<file path="config.mk">
export PLATFORM = sky130hd
export DESIGN_NAME = scoreboard_hazard_unit
export DESIGN_NICKNAME = d
export VERILOG_FILES = /design/src/rtl/scoreboard_hazard_unit.sv
export SDC_FILE = /design/constraint.sdc
export NUM_CORES = 1
export LEC_CHECK = 0
export BUFFER_PORTS_ARGS = -buffer_cell sky130_fd_sc_hd__buf_2
export CAP_MARGIN = 40
export CORE_ASPECT_RATIO = 1.4
export CORE_MARGIN = 8
export CORE_UTILIZATION = 52
export DETAILED_ROUTE_END_ITERATION = 16
export PLACE_DENSITY = 0.73
export SLEW_MARGIN = 40
export SYNTH_ARGS = -nofsm -noshare
export SYNTH_HDL_FRONTEND = slang
export SYNTH_SLANG_ARGS = --single-unit
</file>
<file path="constraint.sdc">
create_clock -name clk -period 8.55 [get_ports clk]
set_input_delay 1.71 -clock clk [delete_from_list [all_inputs] [get_ports clk]]
set_output_delay 1.71 -clock clk [all_outputs]
set_load 0.1 [all_outputs]
</file>
<file path="src/rtl/scoreboard_hazard_unit.sv">
// Register scoreboard for an in-order pipeline. It tracks the remaining producer latency for each
// register, detects RAW/WAW hazards in ID, and generates stall, flush and issue.

module scoreboard_cnt_entry #(
  parameter int LAT_W = 2
) (
  input  logic             clk,
  input  logic             rst_n,
  input  logic             load,
  input  logic [LAT_W-1:0] load_val,
  output logic [LAT_W-1:0] cnt
);
  logic [LAT_W-1:0] cnt_q, cnt_d;

  always_comb begin
    cnt_d = cnt_q;
    if (load)                cnt_d = load_val;
    else if (cnt_q != '0)    cnt_d = cnt_q - 1'b1;
  end

  always_ff @(posedge clk or negedge rst_n)
    if (!rst_n) cnt_q <= '0;
    else        cnt_q <= cnt_d;

  assign cnt = cnt_q;
endmodule

module scoreboard_hazard_unit #(
  parameter int NUM_REGS     = 32,
  parameter int ADDR_W       = 5,
  parameter int MAX_LAT      = 3,
  parameter int LAT_W        = 2,
  parameter int FLUSH_CYCLES = 1
) (
  input  logic                clk,
  input  logic                rst_n,
  input  logic                id_valid,
  input  logic [ADDR_W-1:0]   id_rs1_addr,
  input  logic                id_rs1_used,
  input  logic [ADDR_W-1:0]   id_rs2_addr,
  input  logic                id_rs2_used,
  input  logic [ADDR_W-1:0]   id_rd_addr,
  input  logic                id_rd_we,
  input  logic [LAT_W-1:0]    id_lat,
  input  logic                ex_redirect,
  output logic                stall,
  output logic                flush,
  output logic                issue,
  output logic [NUM_REGS-1:0] sb_busy,
  output logic [15:0]         stall_count
);
  logic [NUM_REGS-1:0][LAT_W-1:0] cnt;
  logic [LAT_W-1:0] lat_eff;
  logic             raw1, raw2, waw, raw_stall, rd_nz;
  logic [2:0]       fl_cnt_q, fl_cnt_d;
  logic [15:0]      stall_count_q, stall_count_d;

  // The clamp only exists when the latency field can encode values above MAX_LAT.
  if (MAX_LAT < (2**LAT_W) - 1) begin : g_clamp
    assign lat_eff = (id_lat > LAT_W'(MAX_LAT)) ? LAT_W'(MAX_LAT) : id_lat;
  end else begin : g_noclamp
    assign lat_eff = id_lat;
  end

  assign rd_nz     = (id_rd_addr != '0);
  assign raw1      = id_valid && id_rs1_used && (id_rs1_addr != '0) && (cnt[id_rs1_addr] != '0);
  assign raw2      = id_valid && id_rs2_used && (id_rs2_addr != '0) && (cnt[id_rs2_addr] != '0);
  assign waw       = id_valid && id_rd_we && rd_nz && (cnt[id_rd_addr] > lat_eff);
  assign raw_stall = raw1 || raw2 || waw;

  assign flush = ex_redirect || (fl_cnt_q != '0);
  assign stall = raw_stall && !flush;
  assign issue = id_valid && !stall && !flush;

  for (genvar r = 0; r < NUM_REGS; r++) begin : g_reg
    if (r == 0) begin : g_zero
      assign cnt[r] = '0;
    end else begin : g_ent
      logic ld;
      assign ld = issue && id_rd_we && (id_rd_addr == ADDR_W'(r));
      scoreboard_cnt_entry #(.LAT_W(LAT_W)) u_ent (
        .clk(clk), .rst_n(rst_n), .load(ld), .load_val(lat_eff), .cnt(cnt[r])
      );
    end
    assign sb_busy[r] = (cnt[r] != '0);
  end

  // A redirect, including one inside a live window, restarts the tail of the flush window.
  always_comb begin
    fl_cnt_d = fl_cnt_q;
    if (ex_redirect)            fl_cnt_d = 3'(FLUSH_CYCLES - 1);
    else if (fl_cnt_q != '0)    fl_cnt_d = fl_cnt_q - 3'd1;
  end

  always_comb begin
    stall_count_d = stall_count_q;
    if (stall && (stall_count_q != 16'hFFFF)) stall_count_d = stall_count_q + 16'd1;
  end

  always_ff @(posedge clk or negedge rst_n)
    if (!rst_n) begin
      fl_cnt_q      <= '0;
      stall_count_q <= '0;
    end else begin
      fl_cnt_q      <= fl_cnt_d;
      stall_count_q <= stall_count_d;
    end

  assign stall_count = stall_count_q;
endmodule

</file>
Word-level counts from Yosys, hierarchy flattened
Index checks and enable logic that the tools add are counted.

Output and inout port bits: 51. Input port bits: 24. Memory bits (read-only): 0. Latch bits: 0. Memories: 0. Register bits: 81. Logic and storage cells: 291. Bits in writable memories: 0.

Muxes and demuxes: 70. Shifts and indexed selects: 0. Add/subtract/negate cells: 33. Magnitude comparators: 4. $mul: 0. Reduce and logical (&&, ||, !) cells: 119. Eq/ne operators: 32. Bitwise gates (word level): 0. Div/mod/pow operators: 0.

Operator list (number): $mux W2 (65); $reduce_bool A2 Y1 (65); $eq A5 B5 Y1 const B (16); $sub A2 B1 Y2 const B (31); $logic_and A1 B1 Y1 (45); $eq A5 B4 Y1 const B (8); $bmux W2 S5 (3); $eq A5 B3 Y1 const B (4); $lt A5 B6 Y1 const B (3); $add A16 B1 Y16 const B (1); $ne A16 B16 Y1 const B (1); $reduce_bool A5 Y1 (3); $eq A5 B2 Y1 const B (2); $mux W3 (2); $eq A5 B1 Y1 const B (1); $logic_or A1 B1 Y1 (3); $reduce_bool A3 Y1 (1); $sub A3 B1 Y3 const B (1); $gt A2 B2 Y1 (1); $logic_not A1 Y1 (2).

Longest topological paths before layout
Word-level depth: 13. Mapped depth: 16.

Modules after synthesis
Synthesis repeated with hierarchy kept, for this count alone.

Cell total of the unflattened synthesis: 712. Area, all modules: 6163.4 um^2.

Modules (own cells, without submodules): scoreboard_cnt_entry (area an instance 113.9 um^2, sequential area each 50.0 um^2, cells an instance 12, instances 31); scoreboard_hazard_unit (area an instance 2633.8 um^2, sequential area each 475.5 um^2, cells an instance 340, instances 1).

Least setup slack after synthesis
No wires, ideal clock.

Path kind: in2out. Start point: input port id_rd_addr[0]. End point: output port issue. Slack: 0.237 ns. Arrival: 6.603 ns. Stages on the path: 11. Path buffers: 2. Path through: buf_4 > buf_1 > mux4_2 > mux4_2 > mux2_2 > ha_1 > a21oi_1 > a2111oi_1 > o31ai_1 > nand2_1 > nor2_1.

Longest elaborated chain between the ends: 9. Elaborated cells on any way between the ends: 11.

Ends and longest elaborated chain: start, declared (RTL line 42) `input logic [ADDR_W-1:0] id_rd_addr,`; $bmux W2 S5 (RTL line 68) `assign waw = id_valid && id_rd_we && rd_nz && (cnt[id_rd_addr] > lat_eff);`; $mux W2 (implied by the code) (RTL line 68); $gt A2 B2 Y1 (RTL line 68); $logic_and A1 B1 Y1 * (RTL line 68); $logic_or A1 B1 Y1 * (RTL line 69) `assign raw_stall = raw1 || raw2 || waw;`; $logic_and A1 B1 Y1 * (RTL line 72) `assign stall = raw_stall && !flush;`; named net stall (RTL line 46) `output logic stall,`; $logic_not A1 Y1 * (RTL line 73) `assign issue = id_valid && !stall && !flush;`; $logic_and A1 B1 Y1 * (2 in series) (RTL line 73); end, declared (RTL line 48) `output logic issue,`.

Mark *: on every way through the listed nets, which the timed path passes. The rest lies on a longest branch. The select of a mux whose other input is x is not followed.

Worst setup path after layout
Start point: input port id_rd_addr[0]. End point: output port stall.

Longest elaborated chain between the ends: 6. Elaborated cells on any way between the ends: 8.

Ends and longest elaborated chain (RTL line): $bmux W2 S5 (68); $mux W2 (implied by the code) (68); $gt A2 B2 Y1 (68); $logic_and A1 B1 Y1 * (68); $logic_or A1 B1 Y1 * (69); $logic_and A1 B1 Y1 * (72); end, declared (46).

Mark *: on every way between the ends. The rest lies on a longest branch, timed or not. The select of a mux whose other input is x is not followed.

==> qor.yml <==
stdcell_area_mm2: 0.006865
max_freq_mhz: 139.0
final_cell_mix: "106 x inv_1, 81 x dfrtp_1, 72 x buf_2"
drc: 0
yosysUniqueCellTypes: 53
cts_setup_buffers: 0
crit_path_max_fanout: 26
period_share_pct: 84.12
vias: 4988
crit_path_end_kind: "output pin"
cts-resized-gates: 0
period_needed_ns: 7.192
synth_edf_count: 0
cts-root-buf: "clkbuf_16"
ioPinCount: 75
slew_headroom_pct: 46.67
die_area_mm2: 0.01556
first_pass_iters: 6
placementRows: 47
yosys-top-cells-area: "dfrtp_1 33%, mux4_2 10%, mux2_2 8.3%, ha_1 7.3%, inv_1 6.5%"
ys.flop_type: "dfrtp_1"
tns_ns: 0
numCtsBuffers: 9
ys_seq_elements: 81
cts_buffer_depth: 2
wl_per_cell_um: 19.55
grt_pass1_wl_mm: 26.36
grt_pass1_vias: 5353
cp-start-kind: "input port"
synth_top_area_share_pct: 33.07
hpwl_mm: 12.41
synthAdderAreaFrac_pct: 7.350
rsz0062_at_grt: "no"
dpl_cell_area_mm2: 0.006566
die_x_um: 107.8
worstSkewPairLatency_ns: 0.35
port-buffer-count: 73
place_inst: 818
slowest_stage: "a2111oi_1"
fin_skew_ns: 0.01082
drive_gt1_share_pct: 25.95
setup_viol: 0
grt_use_total_pct: 21.93
drt-total-wl_mm: 16.28
synth_top_family_by_area: "multiplexers"
worstHoldPathType: "reg2reg"
hold_ws_ns: 0.5029
yosysSeqAreaShare_pct: 33.07
final_nets: 742
synth_nets: 682
muxShareOfSynthArea_pct: 24.13
overflow: 0
cts_sinks: 81
clkTransAtPathRegs_ns: 0.05
cp.arrival_ns: 5.48
num_antenna_cells: 0
outcome: "finished clean"
maxCapViolCount: 0
cp_slowest_stage_delay_ns: 0.69
synth_compound_area_share_pct: 6.350
gp_congestion: 0.9386
core-area_mm2: 0.01164
fin_cells: 833
synthSimpleGateAreaFrac_pct: 14.05
n_fill_cell: 1005
synth_top_area_cell: "dfrtp_1"
tightest_slew_ns: 0.7940
critical_path.cell_chain: "buf_2 -> mux4_2 -> mux4_2 -> mux2_2 -> ha_1 -> a2111oi_1 -> o31ai_1 -> nand2_1 -> buf_2"
yosys_warnings: 0
hold_viol: 0
htreeDepth: 3
antenna_found_initial: 2
cts_tree: "built"
async_reset_ff_share_pct: 100.0
start_util_pct: 52.63
synth_xor_area_share_pct: 6.574
grt_max_degree: 82
crit_family: "multiplexers"
avgSynthCellArea_um2: 9.853
synthCells: 622
drt_first_iter_violations: 392
path_buf_inv: 2
syn_area_mm2: 0.006128
maxSlewViolCount: 0
avgViaCountPerCell: 5.988
cp.required_ns: 6.84
critPathKind: "in2out"
post_cts_hold_buffer_count: 0
ant_nets: 0
layout_commonest_cell: "inv_1"
syn_to_final_growth_pct: 12.03
die_h_um: 144.5
-- layer usage --
metal	global-route usage [%]	up-vias	wire length (um)	part of all wire, %
li1	-	2262	-	-
met1	23.97	2434	6006	37
met2	36.79	230	8293	51
met3	5.932	58	1299	8.0
met4	13.78	4	660	4.1
met5	0	-	23	0.14
-- synth_stat cells, types with 2 or more instances --
cell type,number
a211oi_1,3
a21oi_1,20
a22o_1,2
a31oi_1,5
and3_1,4
buf_1,3
buf_2,4
buf_4,2
buf_6,2
clkbuf_1,13
dfrtp_1,81
ha_1,36
inv_1,106
mux2_2,45
mux2i_1,33
mux4_2,28
nand2_1,14
nand3_1,11
nand3_4,2
nand4_1,8
nor2_1,60
nor2b_1,5
nor3_1,16
nor3b_1,6
nor4_1,4
nor4b_2,2
o211ai_1,3
o21ai_0,20
or2_2,11
or3_1,2
or3b_1,3
or4b_1,3
xnor2_1,34
xor2_1,12
-- flip-flops by register name, summed over array words and instances, names as in the netlist --
name / cells
stall_count: 16
fl_cnt_q: 3
g.g_ent.u_ent.cnt: 62
-- cell type report --
class | count | area, um^2 | area share (%)
tap | 147 | 183.9 | 2.679
inverter | 106 | 397.9 | 5.796
clock buffer | 12 | 256.5 | 3.736
multi-input combinational | 411 | 3586 | 52.23
clock inverter | 3 | 40.04 | 0.5832
timing repair buffer | 73 | 374.1 | 5.449
sequential | 81 | 2027 | 29.52
-- kinds of logic after synthesis --
family / count (synthesis)
compound gates: 64
simple gates: 157
mux: 107
fa+ha+maj: 36
other cells: 1
buf+inv: 130
xor+xnor: 46
flops: 81
-- final timing paths --
kind | from | end | slack, ns | cells past startpoint
worst max-delay path | id_rd_addr[0] | stall | 1.36 | 9
worst min-delay path | stall_count[4]$_DFFE_PN0P_ | stall_count[4]$_DFFE_PN0P_ | 0.50 | 1
worst max register to register | g_reg[7].g_ent.u_ent.cnt[1]$_DFFE_PN0P_ | g_reg[14].g_ent.u_ent.cnt[0]$_DFFE_PN0P_ | 4.17 | 10
worst min register to register | stall_count[4]$_DFFE_PN0P_ | stall_count[4]$_DFFE_PN0P_ | 0.50 | 1
max in group asynchronous | rst_n | g_reg[2].g_ent.u_ent.cnt[1]$_DFFE_PN0P_ | 6.68 | 1
min in group asynchronous | rst_n | stall_count[6]$_DFFE_PN0P_ | 1.39 | 1
-- per-stage QoR --
step | util (%) | setup slack [ns]
floorplan | - | 0.2372
global placement | 56.36 | 1.457
detailed placement | 56.39 | 1.381
CTS | 58.94 | 1.363
global route | 58.96 | 1.204
finish | 58.96 | 1.358
Power is left out: the tool's default activity adds up to more than one toggle a clock period on the data nets, which glitch-free logic cannot reach.
